### src/rtl/mipi_tx_pkg.sv
`default_nettype none
// ============================================================================
// Module      : mipi_tx_pkg
// Description : Shared definitions for the MIPI-style HS transmit path.
//               Holds the serializer state encodings and the default burst
//               framing constants. The RX sync detector uses the same
//               SYNC word.
// Revision    : 1.0 - initial release
// ============================================================================
package mipi_tx_pkg;

    // Serializer state register type and encodings
    typedef logic [2:0] txState_t;

    localparam txState_t c_ST_IDLE  = 3'd0;
    localparam txState_t c_ST_SYNC  = 3'd1;
    localparam txState_t c_ST_DATA  = 3'd2;
    localparam txState_t c_ST_TRAIL = 3'd3;
    localparam txState_t c_ST_EXIT  = 3'd4;

    // Default burst framing
    localparam logic [7:0] c_SYNC_WORD   = 8'hB8;
    localparam int         c_TRAIL_BITS  = 8;
    localparam int         c_EXIT_CYCLES = 4;

endpackage : mipi_tx_pkg
`default_nettype wire

### src/rtl/tx_shift8.sv
`default_nettype none
// ============================================================================
// Module      : tx_shift8
// Description : 8-bit load register with a 3-bit bit counter and a
//               bit-select output. Bits are presented LSB-first by walking
//               the counter rather than physically shifting the data.
// Ports       : clk        - clock, rising edge
//               rst        - asynchronous active-high reset
//               i_load     - load i_loadData and restart the counter at 0
//               i_loadData - byte to load
//               i_advance  - increment the bit counter (ignored on load)
//               o_bitCnt   - current bit index
//               o_bitSel   - register bit selected by o_bitCnt
//               o_msb      - register bit 7
// Revision    : 1.0 - initial release
// ============================================================================
module tx_shift8 (
    input  logic       clk,
    input  logic       rst,
    input  logic       i_load,
    input  logic [7:0] i_loadData,
    input  logic       i_advance,
    output logic [2:0] o_bitCnt,
    output logic       o_bitSel,
    output logic       o_msb
);

    logic [7:0] r_shift;
    logic [2:0] r_bitCnt;

    always_ff @(posedge clk or posedge rst) begin
        if (rst) begin
            r_shift  <= 8'h00;
            r_bitCnt <= 3'd0;
        end else if (i_load) begin
            r_shift  <= i_loadData;
            r_bitCnt <= 3'd0;
        end else if (i_advance) begin
            r_bitCnt <= r_bitCnt + 3'd1;
        end
    end

    assign o_bitCnt = r_bitCnt;
    assign o_bitSel = r_shift[r_bitCnt];
    assign o_msb    = r_shift[7];

endmodule : tx_shift8
`default_nettype wire

### src/rtl/tx_hs_serializer.sv
`default_nettype none
// ============================================================================
// Module      : tx_hs_serializer
// Description : HS lane serializer. Frames the upstream byte stream as a
//               burst: SYNC word (LSB-first), payload bytes (LSB-first),
//               trail bits (inverse of the last bit sent), then an idle
//               exit gap. One lane bit per TxDDRClk cycle.
// Ports       : TxDDRClk    - bit clock, rising edge
//               TxRst       - asynchronous active-high reset
//               TxValid     - upstream byte valid (level, whole packet)
//               TxDataIn    - upstream byte, taken at the end of a
//                             TxByteReady cycle when TxValid=1
//               TxByteReady - byte slot (state/counter decode only)
//               TxSerialOut - serial lane bit
//               TxHsActive  - high from first SYNC bit to last trail bit
//               TxPktDone   - one-cycle pulse with the last trail bit
// Revision    : 1.0 - initial release
// ============================================================================
module tx_hs_serializer
    import mipi_tx_pkg::*;
#(
    parameter logic [7:0] SYNC_WORD   = c_SYNC_WORD,
    parameter int          TRAIL_BITS  = c_TRAIL_BITS,
    parameter int          EXIT_CYCLES = c_EXIT_CYCLES
) (
    input  logic       TxDDRClk,
    input  logic       TxRst,
    input  logic       TxValid,
    input  logic [7:0] TxDataIn,
    output logic       TxByteReady,
    output logic       TxSerialOut,
    output logic       TxHsActive,
    output logic       TxPktDone
);

    localparam logic [7:0] c_TRAIL_LAST = 8'(TRAIL_BITS - 1);
    localparam logic [7:0] c_EXIT_LAST  = 8'(EXIT_CYCLES - 1);

    txState_t   r_state;
    logic [7:0] r_trailCnt;
    logic [7:0] r_exitCnt;
    logic       r_trailBit;
    logic       r_serial;
    logic       r_active;
    logic       r_pktDone;

    logic       w_load;
    logic [7:0] w_loadData;
    logic       w_advance;
    logic [2:0] w_bitCnt;
    logic       w_bitSel;
    logic       w_msb;
    logic       w_byteSlot;

    // The SYNC word is loaded into the same register as payload bytes, so
    // SYNC and DATA share one bit-select path and one trail-bit source.
    tx_shift8 u_shift (
        .clk        (TxDDRClk),
        .rst        (TxRst),
        .i_load     (w_load),
        .i_loadData (w_loadData),
        .i_advance  (w_advance),
        .o_bitCnt   (w_bitCnt),
        .o_bitSel   (w_bitSel),
        .o_msb      (w_msb)
    );

    // Last bit of the current byte: decision point for the next byte
    assign w_byteSlot = ((r_state == c_ST_SYNC) || (r_state == c_ST_DATA))
                        && (w_bitCnt == 3'd7);

    always_comb begin
        w_load     = 1'b0;
        w_loadData = TxDataIn;
        w_advance  = 1'b0;
        case (r_state)
            c_ST_IDLE: begin
                w_load     = TxValid;
                w_loadData = SYNC_WORD;
            end
            c_ST_SYNC, c_ST_DATA: begin
                w_load    = w_byteSlot & TxValid;
                w_advance = ~w_byteSlot;
            end
            default: begin
                w_load    = 1'b0;
            end
        endcase
    end

    // Lane outputs are registered one cycle behind the state that produces
    // them, giving the pad stage glitch-free levels.
    always_ff @(posedge TxDDRClk or posedge TxRst) begin
        if (TxRst) begin
            r_state    <= c_ST_IDLE;
            r_trailCnt <= 8'd0;
            r_exitCnt  <= 8'd0;
            r_trailBit <= 1'b0;
            r_serial   <= 1'b0;
            r_active   <= 1'b0;
            r_pktDone  <= 1'b0;
        end else begin
            r_serial  <= 1'b0;
            r_active  <= 1'b0;
            r_pktDone <= 1'b0;
            case (r_state)
                c_ST_IDLE: begin
                    if (TxValid) begin
                        r_state <= c_ST_SYNC;
                    end
                end
                c_ST_SYNC, c_ST_DATA: begin
                    r_serial <= w_bitSel;
                    r_active <= 1'b1;
                    if (w_byteSlot) begin
                        if (TxValid) begin
                            r_state <= c_ST_DATA;
                        end else begin
                            // Trail opposes the final bit so the last
                            // transition is always visible to the receiver.
                            r_state    <= c_ST_TRAIL;
                            r_trailBit <= ~w_msb;
                            r_trailCnt <= 8'd0;
                        end
                    end
                end
                c_ST_TRAIL: begin
                    r_serial <= r_trailBit;
                    r_active <= 1'b1;
                    if (r_trailCnt == c_TRAIL_LAST) begin
                        r_pktDone <= 1'b1;
                        r_state   <= c_ST_EXIT;
                        r_exitCnt <= 8'd0;
                    end else begin
                        r_trailCnt <= r_trailCnt + 8'd1;
                    end
                end
                c_ST_EXIT: begin
                    if (r_exitCnt == c_EXIT_LAST) begin
                        r_state <= c_ST_IDLE;
                    end else begin
                        r_exitCnt <= r_exitCnt + 8'd1;
                    end
                end
                default: begin
                    r_state <= c_ST_IDLE;
                end
            endcase
        end
    end

    assign TxByteReady = w_byteSlot;
    assign TxSerialOut = r_serial;
    assign TxHsActive  = r_active;
    assign TxPktDone   = r_pktDone;

endmodule : tx_hs_serializer
`default_nettype wire

### config.mk
export PLATFORM = sky130hd
export DESIGN_NAME = tx_hs_serializer
export DESIGN_NICKNAME = d
export VERILOG_FILES = /design/src/rtl/mipi_tx_pkg.sv /design/src/rtl/tx_shift8.sv /design/src/rtl/tx_hs_serializer.sv
export SDC_FILE = /design/constraint.sdc
export NUM_CORES = 1
export LEC_CHECK = 0
export CAP_MARGIN = 0
export CELL_PAD_IN_SITES_DETAIL_PLACEMENT = 0
export CELL_PAD_IN_SITES_GLOBAL_PLACEMENT = 1
export CORE_MARGIN = 4
export CORE_UTILIZATION = 45
export CTS_CLUSTER_SIZE = 30
export DETAILED_ROUTE_END_ITERATION = 10
export PLACE_DENSITY_LB_ADDON = 0.1
export SETUP_SLACK_MARGIN = 0.1
export SKIP_CTS_REPAIR_TIMING = 1
export SLEW_MARGIN = 5
export SYNTH_ARGS = -nofsm -noshare
export SYNTH_HDL_FRONTEND = slang
export SYNTH_SLANG_ARGS = --single-unit
export TNS_END_PERCENT = 100
### constraint.sdc
create_clock -name TxDDRClk -period 2.86 [get_ports TxDDRClk]
set_input_delay 0.572 -clock TxDDRClk [delete_from_list [all_inputs] [get_ports TxDDRClk]]
set_output_delay 0.572 -clock TxDDRClk [all_outputs]
set_load 0.1 [all_outputs]
==> metrics.yaml, run 1 <==
outcome: "complete, no violations"
fin_skew_ns: 0.00333
tns_ns: 0
post-place-ws_ns: 0.563
antenna_found_initial: 0
htree_levels: 2
finalHoldViolCount: 0
endpoint_kind: "output port"
finalWorstSetupSlack_ns: 0.515
area_growth_pct: 16.8
whs_ns: 0.486
port_buffers: 14
gr-total-overflow: 0
place_hpwl_mm: 2.47
cellLeakagePower_nw: 0.840
ys_seq_area_share_pct: 49.6
coreArea_um2: 3660
setup_violations: 0
clock_latency_ns: 0.29
yosysTopAreaCell: "dfrtp_1"
irDropWorstVdd_mv: 0.602
ant_nets: 0
routed_wl_mm: 3.40
drc: 0
rows: 22
synthDistinctLibCells: 40
fin_crit_ns: 2.34
cp.arrival_ns: 1.77
slew_headroom_pct: 65.0
yosys-top-cells-count: "34 x dfrtp_1, 13 x nand2_1, 10 x o21ai_0"
routabilityCongestion: 0.800
die_width_um: 69.7
cts_tree: "built"
dr.pass1.iters: 4
tightestPinTransition_ns: 0.521
dpl_cell_area_um2: 1890
grt_first_pass_wirelength_mm: 6.00
vias: 1279
rsz0062_at_grt: "false"
ys_ff_latch: 34
drtIter0Drc: 39
first_global_vias: 1265
die_y_um: 69.7
crit_required_ns: 2.29
ys_async_sr_fraction_pct: 100
syn_inst: 164
design_area_um2: 2000
fin_cells: 229
syn-num-nets: 179
yosysMostFrequentCell: "dfrtp_1"
nets: 196
layout-drive-gt1-share_pct: 7.73
finalMaxSlewViolations: 0
cts_made_buffers: 5
syn_avg_cell_area_um2: 10.5
root_buffer: "clkbuf_8"
start_kind: "register"
routed_via_density: 5.59
fmax_mhz: 426
grt_start_max_net_pins: 35
antenna_cells: 0
syn_area_um2: 1710
path_clk_slew_ns: 0.06
grt_usage_pct: 15.6
ys.flop_type: "dfrtp_1"
fillers: 342
cts_max_path_buffers: 2
wl_per_cell_um: 14.9
fin_crit_sh_pct: 82.0
synth-edff-count: 0
critical_path.max_fanout: 9
hp-class: "reg -> reg"
synth_top_area_share_pct: 49.6
maxCapViolCount: 0
crit_type: "reg -> out"
power_density_nw_per_um2: 937
start_util_pct: 46.8
clock_sinks: 34
ios: 15
die_area_um2: 4860
dp.cells: 222
synth_warnings: 0
ys_top_cells_by_area: "dfrtp_1 50%, mux2i_1 5.3%, ha_1 2.9%, o21ai_0 2.9%, nand2_1 2.8%"
kinds of logic (layout without fill, tap and decap cells):
family / after synthesis / in the layout / synth area share, %
xor gates and xnor gates: 6 / 6 / 3.07
muxes: 10 / 10 / 6.57
AOI/OAI and AO/OA: 36 / 36 / 14.0
DFF: 34 / 34 / 49.6
buffers and inverters: 10 / 27 / 2.41
adders and majority gates: 4 / 4 / 2.92
and+or+nand+nor: 64 / 64 / 21.4
cell type report:
class / instances / area (µm²) / area share, %
Inverter: 5 / 18.8 / 0.938
Tap cell: 48 / 60.1 / 3.00
Clock inverter: 1 / 30.0 / 1.50
Timing Repair Buffer: 15 / 138 / 6.88
Clock buffer: 6 / 82.6 / 4.13
Multi-Input combinational cell: 120 / 822 / 41.1
Sequential cell: 34 / 851 / 42.5
final timing paths:
kind,startpoint,to,slack (ns),depth (start not counted)
worst max register to register,u_shift.o_bitCnt[1],r_trailCnt[7],0.73,6
min in group asynchronous,TxRst,u_shift.r_shift[2],0.68,3
worst min-delay path,r_trailBit,TxSerialOut,0.49,2
worst min register to register,r_trailBit,TxSerialOut,0.49,2
max in group asynchronous,TxRst,r_trailCnt[3],1.88,3
worst max-delay path,u_shift.o_bitCnt[1],TxByteReady,0.52,4
per-layer routing:
metal,wire (µm),global-route usage (%),vias up
met4,68,7.23,0
li1,-,-,638
met3,108,4.06,6
met1,1620,20.8,613
met2,1610,23.7,22
met5,0,0,-
registers in the layout, summed over array words and instances, names as in the netlist:
register / cells
TxHsActive: 1
TxPktDone: 1
TxSerialOut: 1
r_exitCnt: 8
r_state: 3
r_trailBit: 1
r_trailCnt: 8
u_shift.o_bitCnt: 3
u_shift.r_shift: 8
placed cells by master, fill, tap and decap left out, types with 2 or more instances in the layout:
| cell type | instances |
|---|---|
| inv_1 | 5 |
| o21a_1 | 2 |
| clkdlybuf4s50_1 | 10 |
| nand2_1 | 13 |
| a22o_1 | 4 |
| a21oi_1 | 8 |
| nand3_1 | 5 |
| o21ai_0 | 10 |
| o31ai_1 | 2 |
| or3_1 | 5 |
| nor3_1 | 5 |
| nor2_1 | 8 |
| dfrtp_1 | 34 |
| xnor2_1 | 3 |
| nor2b_1 | 4 |
| clkbuf_8 | 6 |
| nor4b_1 | 2 |
| xor2_1 | 3 |
| nor4bb_1 | 2 |
| nand4_1 | 4 |
| buf_4 | 5 |
| nand2b_1 | 3 |
| o22a_1 | 4 |
| and3_1 | 4 |
| ha_1 | 4 |
| mux2i_1 | 9 |
| or4_1 | 2 |
critical path, cell delays in order, from the launching register on:
cell and delay [ns]:
dfrtp_1 0.45, ha_1 0.21, ha_1 0.31, and3_1 0.23, buf_4 0.29
per-stage QoR:
stage	utilization [%]	total power, mW
detailed placement	51.6	1.44
floorplan	-	1.28
global route	54.7	2.00
CTS	54.7	1.89
global placement	51.6	1.41
finish	54.7	1.88
power by group:
group          switching [mW]  internal (mW)
logic                   0.370          0.274
registers               0.159          0.629
clock network           0.165          0.278
total                   0.695           1.18
Note: power is estimated with default switching activity, not from simulation.
==> inputs of run 2 (changes only) <==
Clock period 2.86 ns to 2.3 ns, I/O delays scaled along.
==> metrics.yaml, run 2 (synthesized netlist as in run 1, its figures left out) <==
outcome: "complete, no violations"
die_y_um: 69.7  # unchanged
fillers: 329  # -3.8%
path_clk_slew_ns: 0.07  # about the same
crit_type: "reg -> out"
antenna_found_initial: 0  # unchanged
slew_headroom_pct: 63.6  # -1.4 points
finalHoldViolCount: 0  # unchanged
rows: 22  # unchanged
fin_crit_sh_pct: 92.9
ff2ff_path_depth: 6  # unchanged
port_buffers: 14  # unchanged
layout-drive-gt1-share_pct: 11.4  # +3.7 points
grt_usage_pct: 15.8  # +0.17 points
setup_violations: 0  # unchanged
reg.largest.list: "r_exitCnt x8, r_trailCnt x8, u_shift.r_shift x8"
final_cell_mix: "32 x dfrtp_1, 13 x nand2_1, 10 x o21ai_0, 10 x clkdlybuf4s50_1, 9 x mux2i_1"
antenna_cells: 0  # unchanged
place_hpwl_mm: 2.55  # +3.3%
design_area_um2: 2050  # +2.4%
area_growth_pct: 19.6
ant_nets: 0  # unchanged
first_global_vias: 1350  # +6.7%
coreArea_um2: 3660  # unchanged
drtIter0Drc: 39  # unchanged
nets: 199  # +1.5%
m1WireLength_mm: 1.66  # +2.4%
die_width_um: 69.7  # unchanged
rsz0062_at_grt: "false"
dr.pass1.iters: 4  # unchanged
timing.rr.start: "u_shift.o_bitCnt[1]"
cts_tree: "built"
drc: 0  # unchanged
routabilityCongestion: 0.806  # +0.70%
top_layer: "met4"
hp-class: "reg -> reg"
routed_via_density: 5.58  # about the same
htree_levels: 2  # unchanged
tns_ns: 0  # unchanged
start_kind: "register"
crit_required_ns: 1.84  # -0.45 ns
clock_latency_ns: 0.28  # about the same
gr-total-overflow: 0  # unchanged
root_buffer: "clkbuf_8"
r2r_slack_ns: 0.32  # -0.41 ns
finalMaxSlewViolations: 0  # unchanged
met2_length_mm: 1.72  # +7.4%
wl_met3_um: 112  # +3.7%
vias: 1295  # +1.3%
fmax_mhz: 468
tightestPinTransition_ns: 0.542  # +0.0206 ns
irDropWorstVdd_mv: 0.916  # +52%
grt_start_max_net_pins: 35  # unchanged
cp.arrival_ns: 1.68  # -0.09 ns
routed_wl_mm: 3.52  # +3.4%
crit_path_end: "TxByteReady"
fin_skew_ns: 0.00638  # +0.00305 ns
layout_commonest_cell: "dfrtp_1"
die_area_um2: 4860  # unchanged
ios: 15  # unchanged
cts_made_buffers: 5  # unchanged
cts_max_path_buffers: 2  # unchanged
wl_per_cell_um: 15.2  # +2.1%
maxCapViolCount: 0  # unchanged
power_density_nw_per_um2: 1140  # +22%
startpoint: "u_shift.o_bitCnt[0]"
fin_crit_ns: 2.14
critical_path.max_fanout: 6  # -3
clock_sinks: 34  # unchanged
dpl_cell_area_um2: 1920  # +1.9%
endpoint_kind: "output port"
grt_first_pass_wirelength_mm: 6.11  # +1.8%
cellLeakagePower_nw: 0.854  # +1.7%
start_util_pct: 46.8  # unchanged
r2r_end: "r_trailCnt[7]"
run 2: changes by cell type in the layout (fill, tap and decap cells not counted):
cell	change
o41ai_2	+1
dfrtp_2	+2
buf_12	+1
ha_1	-1
ha_2	+1
o41ai_1	-1
dfrtp_1	-2
buf_4	+2
run 2: routing by layer:
layer	up-vias	track usage [%]
met2	23	25.2
met3	2	4.20
met5	-	0
met4	0	5.32
li1	643	-
met1	627	20.7
run 2: worst min path at each step:
stage,from,end,cells past startpoint
after floorplan,r_trailBit,TxSerialOut,2
after global placement,r_trailBit,TxSerialOut,2
after detailed placement,r_trailBit,TxSerialOut,2
after CTS,r_trailBit,TxSerialOut,2
after global routing,r_trailBit,TxSerialOut,2
final,r_trailBit,TxSerialOut,2
run 2: through the flow:
step           total power, mW  util (%)  instances  setup slack (ns)  hold slack, ns
2_1_floorplan             1.59         -        164             0.205           0.446
3_3_place_gp              1.77      52.6        225             0.190           0.463
3_5_place_dp              1.80      52.6        225             0.117           0.477
4_1_cts                   2.36      55.6        232            0.0796           0.488
5_1_grt                   2.52      56.0        232            0.0980           0.513
6_report                  2.34      56.0        232             0.163           0.489
run 2: layout make-up:
class	instances	area [µm²]	share of cell area (%)
clock buffer	6	82.6	4.03
timing repair buffer	18	173	8.42
multi-input combinational	120	832	40.6
tap	48	60.1	2.93
clock inverter	1	30.0	1.47
sequential	34	853	41.6
inverter	5	18.8	0.916
run 2: critical path: stages, from the launching register on:
cell and delay, ns:
dfrtp_2 0.45, ha_1 0.22, ha_2 0.21, buf_4 0.15, and3_1 0.19, buf_12 0.17
run 2: report_power, final:
group          internal, mW  switching, mW
clock network         0.347          0.203
registers             0.785          0.192
logic                 0.352          0.466
==> inputs of run 3 (changes only) <==
Settings changed: CORE_MARGIN 4 to 1.5.
Clock period 2.3 ns to 2.1 ns, I/O delays scaled along.
==> metrics.yaml, run 3 (synthesized netlist as in run 1, its figures left out) <==
tightestPinTransition_ns: 0.537  # -0.00467 ns
ff2ff_path_depth: 5  # -1
finalHoldViolCount: 0  # unchanged
ios: 15  # unchanged
cts_tree: "built"
drtIter0Drc: 34  # -13%
cellLeakagePower_nw: 0.870  # +1.9%
start_util_pct: 46.8  # unchanged
layout_commonest_cell: "dfrtp_1"
die_width_um: 64.7  # -7.2%
start_kind: "register"
critical_path.max_fanout: 8  # +2
die_area_um2: 4190  # -14%
wl_per_cell_um: 15.2  # about the same
nets: 206  # +3.5%
fmax_mhz: 506
antenna_found_initial: 0  # unchanged
routed_wl_mm: 3.63  # +3.0%
cts_max_path_buffers: 2  # unchanged
worstPathCellList: "ha_4 -> ha_2 -> buf_6 -> and3_4 -> buf_12"
grt_first_pass_wirelength_mm: 6.01  # -1.7%
outcome: "complete, no violations"
routabilityCongestion: 0.773  # -4.1%
die_y_um: 64.7  # -7.2%
path_clk_slew_ns: 0.06  # about the same
area_growth_pct: 23.1
cp.arrival_ns: 1.56  # -0.12 ns
drc: 0  # unchanged
reg.largest.list: "r_exitCnt x8, r_trailCnt x8, u_shift.r_shift x8"
grt_usage_pct: 19.3  # +3.5 points
fin_crit_sh_pct: 94.1
tns_ns: 0  # unchanged
power_density_nw_per_um2: 1220  # +6.7%
crit_required_ns: 1.68  # -0.16 ns
startpoint: "u_shift.o_bitCnt[0]"
cpMaxStageDelayCell: "dfrtp_2"
irDropWorstVdd_mv: 0.675  # -26%
dr.pass1.iters: 4  # unchanged
fin_cells: 239  # +3.0%
hp-class: "reg -> reg"
whs_ns: 0.491  # +0.00171 ns
slew_headroom_pct: 63.9  # +0.31 points
root_buffer: "clkbuf_8"
maxCapViolCount: 0  # unchanged
fin_util_pct: 57.6  # +1.6 points
finalMaxSlewViolations: 0  # unchanged
cts_made_buffers: 5  # unchanged
rsz0062_at_grt: "false"
fin_crit_ns: 1.98
coreArea_um2: 3660  # unchanged
rows: 22  # unchanged
hold_path.startpoint: "u_shift.r_shift[5]"
dp.cells: 228  # +1.3%
antenna_cells: 0  # unchanged
clock_latency_ns: 0.29  # about the same
grt_start_max_net_pins: 35  # unchanged
htree_levels: 2  # unchanged
ant_nets: 0  # unchanged
place_hpwl_mm: 2.56  # +0.42%
hold_depth: 1  # -1
timing.rr.start: "r_exitCnt[1]"
fin_skew_ns: 0.00523  # -0.00115 ns
clock_sinks: 34  # unchanged
setup_violations: 0  # unchanged
cpPeakStageDelay_ns: 0.46  # about the same
crit_type: "reg -> out"
gr-total-overflow: 0  # unchanged
vias: 1377  # +6.3%
routed_via_density: 5.76  # +3.2%
first_global_vias: 1329  # -1.6%
final_cell_mix: "29 x dfrtp_1, 13 x nand2_1, 13 x buf_4"
port_buffers: 14  # unchanged
layout-drive-gt1-share_pct: 18.3  # +6.9 points
endpoint_kind: "output port"
## run 3: final timing paths
check	to	slack (ns)
max in group asynchronous	u_shift.o_bitCnt[0]	1.26
max	TxByteReady	0.12
min reg2reg	u_shift.r_shift[5]	0.49
max reg2reg	r_exitCnt[0]	0.20
min	u_shift.r_shift[5]	0.49
min in group asynchronous	r_exitCnt[4]	0.52
## run 3: layer usage
layer,wire length [µm],GRT usage [%],part of all wire (%),up-vias
li1,-,-,-,657
met1,1580,22.7,43,683
met2,1820,32.6,50,29
met3,151,4.69,4.2,8
met4,74,9.57,2.0,0
met5,0,0,0,-
## run 3: layout make-up
class | instances | area, µm²
fillers | 312 | 1550
multi-input cells | 120 | 866
flip-flops and latches | 34 | 857
repair buffers | 25 | 229
clock buffers | 5 | 68.8
well taps | 48 | 60.1
inverters | 5 | 18.8
clock inverters | 2 | 10.0
## run 3: stage by stage
stage / setup slack [ns] / cell area (µm²) / power [mW]
final: 0.125 / 2110 / 2.58
after global routing: 0.0977 / 2110 / 2.75
after CTS: -0.0380 / 2030 / 2.49
after detailed placement: 0.0565 / 1950 / 2.02
after global placement: 0.144 / 1950 / 1.98
after floorplan: 0.151 / 1720 / 1.75
## run 3: report_power, final
| part | leakage [nW] | internal (mW) | total, mW | switching, mW |
|---|---|---|---|---|
| combinational | 0.403 | 0.482 | 1.04 | 0.556 |
| sequential | 0.423 | 0.864 | 1.09 | 0.221 |
| clock | 0.0438 | 0.222 | 0.452 | 0.230 |
## run 3: worst max-delay path, delay by kind of cell (launching register included)
kind,cells,cell delay [ns]
flops,1,0.46
buf+inv,2,0.29
fa+ha+maj,2,0.36
simple gates,1,0.17
